$ cat src/rtl/instr_loader.sv
// instr_loader: writer side of the 256x8 instruction memory.
// Accepts a framed byte stream (SYNC_BYTE, LEN, LEN data bytes, optional CSUM),
// writes the image through the memory write port, and holds the CPU in reset
// while a load is in progress.
// Optional feature: define LOADER_CHECKSUM_EN to require and check a trailing
// checksum byte (sum of data bytes + CSUM must be 0 mod 256).
module instr_loader #(
  parameter logic [7:0]  BASE_ADDR      = 8'h00,
  parameter logic [7:0]  SYNC_BYTE      = 8'hA5,
  parameter int unsigned TIMEOUT_CYCLES = 100000
) (
  input  logic       clock,
  input  logic       reset_n,
  input  logic       rx_valid,
  input  logic [7:0] rx_data,
  output logic       rx_ready,
  output logic       mem_we,
  output logic [7:0] mem_addr,
  output logic [7:0] mem_wdata,
  output logic       cpu_hold,
  output logic       load_done,
  output logic       load_err
);

  typedef enum logic [2:0] {
    S_IDLE,
    S_LEN,
    S_DATA,
    S_WRITE,
    S_CSUM,
    S_DONE,
    S_ERR
  } state_t;

  localparam int unsigned   TW      = (TIMEOUT_CYCLES > 1) ? $clog2(TIMEOUT_CYCLES + 1) : 1;
  localparam bit            TO_EN   = (TIMEOUT_CYCLES != 0);
  localparam logic [TW-1:0] TO_LAST = (TIMEOUT_CYCLES > 0) ? TW'(TIMEOUT_CYCLES - 1) : '0;

  state_t        state;
  logic [8:0]    remain;
  logic [TW-1:0] idle_cnt;
  logic          accept;
  logic          counting;
  logic          timed_out;
`ifdef LOADER_CHECKSUM_EN
  logic [7:0]    csum;
`endif

  // Handshake, timeout-window membership and expiry decode.
  always_comb begin
    accept    = rx_valid && rx_ready;
    counting  = (state == S_LEN) || (state == S_DATA) || (state == S_CSUM);
    timed_out = TO_EN && (idle_cnt >= TO_LAST);
  end

  // Frame FSM with registered outputs, byte counter, idle timer and checksum.
  always_ff @(posedge clock or negedge reset_n) begin
    if (!reset_n) begin
      state     <= S_IDLE;
      rx_ready  <= 1'b1;
      mem_we    <= 1'b0;
      mem_addr  <= BASE_ADDR;
      mem_wdata <= '0;
      cpu_hold  <= 1'b0;
      load_done <= 1'b0;
      load_err  <= 1'b0;
      remain    <= '0;
      idle_cnt  <= '0;
`ifdef LOADER_CHECKSUM_EN
      csum      <= '0;
`endif
    end else begin
      mem_we    <= 1'b0;
      load_done <= 1'b0;

      case (state)
        S_IDLE: begin
          if (accept && rx_data == SYNC_BYTE) begin
            state    <= S_LEN;
            cpu_hold <= 1'b1;
            load_err <= 1'b0;
            mem_addr <= BASE_ADDR;
`ifdef LOADER_CHECKSUM_EN
            csum     <= '0;
`endif
          end
        end
        S_LEN: begin
          if (accept) begin
            remain <= (rx_data == 8'h00) ? 9'd256 : {1'b0, rx_data};
            state  <= S_DATA;
          end
        end
        S_DATA: begin
          if (accept) begin
            mem_we    <= 1'b1;
            mem_wdata <= rx_data;
            rx_ready  <= 1'b0;
            state     <= S_WRITE;
`ifdef LOADER_CHECKSUM_EN
            csum      <= csum + rx_data;
`endif
          end
        end
        // mem_addr already holds BASE_ADDR+index during the write; advance it afterwards.
        S_WRITE: begin
          mem_addr <= mem_addr + 8'd1;
          remain   <= remain - 9'd1;
          if (remain == 9'd1) begin
`ifdef LOADER_CHECKSUM_EN
            state    <= S_CSUM;
            rx_ready <= 1'b1;
`else
            state     <= S_DONE;
            load_done <= 1'b1;
`endif
          end else begin
            state    <= S_DATA;
            rx_ready <= 1'b1;
          end
        end
`ifdef LOADER_CHECKSUM_EN
        S_CSUM: begin
          if (accept) begin
            rx_ready <= 1'b0;
            if (8'(csum + rx_data) == 8'h00) begin
              state     <= S_DONE;
              load_done <= 1'b1;
            end else begin
              state <= S_ERR;
            end
          end
        end
`endif
        S_DONE: begin
          cpu_hold <= 1'b0;
          rx_ready <= 1'b1;
          state    <= S_IDLE;
        end
        S_ERR: begin
          load_err <= 1'b1;
          rx_ready <= 1'b1;
          state    <= S_IDLE;
        end
        default: begin
          state    <= S_IDLE;
          rx_ready <= 1'b1;
        end
      endcase

      // An accepted byte always beats a timeout expiring in the same cycle.
      if (counting && !accept && timed_out) begin
        state    <= S_ERR;
        rx_ready <= 1'b0;
      end

      if (accept || !(counting || state == S_WRITE) || (counting && timed_out)) begin
        idle_cnt <= '0;
      end else if (TO_EN) begin
        idle_cnt <= idle_cnt + 1'b1;
      end
    end
  end

endmodule

$ cat config.mk
export PLATFORM = sky130hd
export DESIGN_NAME = instr_loader
export DESIGN_NICKNAME = d
export VERILOG_FILES = /design/src/rtl/instr_loader.sv
export SDC_FILE = /design/constraint.sdc
export NUM_CORES = 1
export LEC_CHECK = 0
export ABC_AREA = 1
export CAP_MARGIN = 20
export CORE_MARGIN = 10
export CORE_UTILIZATION = 46
export DETAILED_ROUTE_END_ITERATION = 10
export GPL_TIMING_DRIVEN = 0
export PLACE_DENSITY = 0.79
export SYNTH_ARGS = -nofsm -noshare
export SYNTH_HDL_FRONTEND = slang
export SYNTH_SLANG_ARGS = --single-unit
$ cat constraint.sdc
create_clock -name clock -period 2.6 [get_ports clock]
set_clock_uncertainty 0.2 [all_clocks]
set_input_delay 0.26 -clock clock [delete_from_list [all_inputs] [get_ports clock]]
set_output_delay 0.26 -clock clock [all_outputs]
set_load 0.1 [all_outputs]
==> impl_metrics.py <==
metrics = {
    "timing": {
        "setup-violations-final": 0,
        "max_slew_margin_pct": 33.78,
        "max_clock_freq_mhz": 403.5,
        "rsz0062_at_grt": "no",
        "slew_viol_final": 0,
        "fin_crit_sh_pct": 95.33,
        "finalHoldViolations": 0,
        "tightestPinTransition_ns": 0.9902,
        "period_needed_ns": 2.478,
        "hold_slack_ns": 0.1570,
    },
    "clock_network": {
        "clock-sinks": 50,
        "tritoncts": "yes",
        "cts-root-buf": "clkbuf_8",
        "clk_pin_slew_ns": 0.09,
        "clockBufferDepth": 2,
        "insertion_delay_ns": 0.31,
        "cts_buffers": 5,
        "htree_num_levels": 2,
    },
    "setup_path": {
        "cp_num_buf_inv": 1,
        "crit_required_ns": 2.14,
        "cp-start-kind": "flop",
        "path_class": "flop to primary output",
        "arrival_ns": 2.02,
        "cp_max_fo": 3,
        "cp-end-kind": "primary output",
        "cp_top_family": "buffers and inverters",
        "critPathMaxStageDelay_ns": 1.15,
        "crit_chain": "clkdlybuf4s50_1",
        "critical_path.slowest_cell": "clkdlybuf4s50_1",
    },
    "final_layout": {
        "stdcell_area_sq_um": 3214,
        "nNetsFinal": 394,
        "drive_above_1_share_pct": 10.79,
        "diodes": 0,
        "areaGrowthSynthToFinish_pct": 18.77,
    },
    "logic_synthesis": {
        "synth_cell_types": 34,
        "yosysMostFrequentCell": "nand2_1",
        "synth_warnings": 0,
        "netlist.area_leader.share_pct": 45.31,
        "synth_area_leaders": "dfrtp_1 (45%), nand2_1 (11%), nor2_1 (6.7%)",
        "synth_flop_cell": "dfrtp_1",
        "syn_inst": 339,
        "synthArstFlopShare_pct": 100.0,
        "synth-edff-count": 0,
        "ys_seq_area_share_pct": 46.28,
        "synth_area_sq_um": 2706,
        "synth_nets": 354,
        "avgSynthCellArea_sq_um": 7.983,
        "synth_top_area_cell": "dfrtp_1",
        "synth_top_cells_by_count": "nand2_1 (78), dfrtp_1 (49), nor2_1 (48)",
        "synth-seq-cells": 50,
    },
    "routing": {
        "dr.pass1.iters": 4,
        "wl_per_cell_um": 13.40,
        "ant_nets": 0,
        "vias": 2298,
        "viasPerCell": 5.084,
        "drc": 0,
        "drt_iter0_markers": 102,
        "drt_wl_total_um": 6055,
    },
    "floorplanning": {
        "floorplan.initialDensity_pct": 48.26,
        "rows": 27,
        "dieWidth_um": 96.71,
        "ios": 32,
        "coreArea_sq_um": 5608,
        "die_area_sq_um": 9352,
        "die_y_um": 96.71,
    },
    "global_route": {
        "antenna_found_initial": 0,
        "grt_pass1_vias": 2403,
        "overflow": 0,
        "globalRouteTotalUtil_pct": 13.52,
        "grt_first_pass_wirelength_um": 10960,
        "grt_max_degree": 41,
    },
    "place": {
        "placed_area_sq_um": 3122,
        "dp_hpwl_um": 4590,
        "port_buffers": 31,
        "gp_congestion": 0.8982,
    },
    "flow_run": {
        "cap_violations": 0,
    },
    "worst_hold_path": {
        "min_path_type": "primary input to asynchronous set/reset pin",
    },
    "pwr": {
        "vdd_ir_drop_max_mv": 0.8995,
        "leakage_nw": 1.462,
        "power_density_nw_per_um2": 1194,
    },
    "run_status": {
        "outcome": "finished clean",
    },
}
[per-layer routing]
metal / GRT usage [%] / part of all wire [%] / up-vias / wire length, um
met2: 23.47 / 50 / 40 / 3000
met1: 15.28 / 44 / 1079 / 2679
li1: - / - / 1170 / -
met3: 4.045 / 4.8 / 9 / 289
met5: 0 / 0 / - / 0
met4: 4.735 / 1.4 / 0 / 85
[worst paths after layout]
path,slack (ns),startpoint,cells past startpoint,end
max reg2reg,0.64,rx_ready,5,mem_addr[4]
max,0.12,rx_ready,1,rx_ready
min reg2reg,0.27,idle_cnt[0],1,idle_cnt[0]
max in group asynchronous,1.49,reset_n,3,rx_ready
min in group clock,0.27,idle_cnt[0],1,idle_cnt[0]
min,0.16,reset_n,2,idle_cnt[0]
[flip-flops by register name, indices dropped and copies added (netlist names)]
name,flops
state,3
load_done,1
cpu_hold,1
load_err,1
idle_cnt,17
mem_we,1
mem_wdata,8
remain,9
rx_ready,1
mem_addr,8
[stage by stage]
stage	worst slack [ns]	instances	setup TNS, ns	util [%]	total power, mW
4_1_cts	0.1121	452	0	57.32	3.872
6_report	0.1215	452	0	57.32	3.837
3_5_place_dp	0.4110	443	0	55.67	3.421
2_1_floorplan	0.4112	339	0	-	2.894
5_1_grt	0.08891	452	0	57.32	4.108
3_3_place_gp	-0.4101	442	-19.99	55.40	3.369
[where the power goes]
| part | total (mW) | internal, mW | leakage (nW) | switching (mW) |
|---|---|---|---|---|
| clock network | 0.442 | 0.187 | 0.0450 | 0.255 |
| registers | 1.21 | 1.01 | 0.635 | 0.197 |
| logic | 2.19 | 0.587 | 0.782 | 1.60 |
| total | 3.84 | 1.78 | 1.46 | 2.05 |
[final cells by class]
| class | instances | area [sq um] |
|---|---|---|
| Fill cell | 530 | 2394 |
| Multi-Input combinational cell | 243 | 1255 |
| Sequential cell | 50 | 1252 |
| Timing Repair Buffer | 33 | 335.3 |
| Inverter | 41 | 155.1 |
| Tap cell | 72 | 90.09 |
| Clock buffer | 6 | 72.57 |
| Buffer | 5 | 43.79 |
| Clock inverter | 2 | 10.01 |
[placed cells by master (no fill, tap or decap), types with 4 or more instances in the layout]
master | synthesis | routed
a21oi_1 | 8 | 8
nand2_2 | 5 | 5
o21ai_0 | 18 | 18
o211ai_1 | 4 | 4
nand3_1 | 16 | 16
nor3_1 | 11 | 11
clkbuf_8 | 0 | 5
ha_1 | 4 | 4
nor2_2 | 6 | 6
nor2_1 | 48 | 48
nand2_1 | 78 | 78
dfrtp_1 | 49 | 49
inv_1 | 36 | 36
clkdlybuf4s50_1 | 0 | 30
inv_2 | 4 | 4
nor2_4 | 4 | 4
nand4_1 | 8 | 8
xor2_1 | 7 | 7
[timing repair]
item / CTS / global route
hold endpoints to repair: 49 / 0
hold buffers: 1 / 0
setup buffers: 0 / 0
gates resized for setup: 0 / 0
[cells by family (layout without fill, tap and decap cells)]
kind of cell / Yosys count / count (layout) / share of synthesized area [%]
xor gates and xnor gates: 10 / 10 / 3.236
and+or+nand+nor: 185 / 185 / 31.67
DFF: 50 / 50 / 46.28
buffers and inverters: 46 / 87 / 7.351
AOI/OAI and AO/OA: 44 / 44 / 9.616
adders and majority gates: 4 / 4 / 1.849
(Power assumes the default switching activity.)
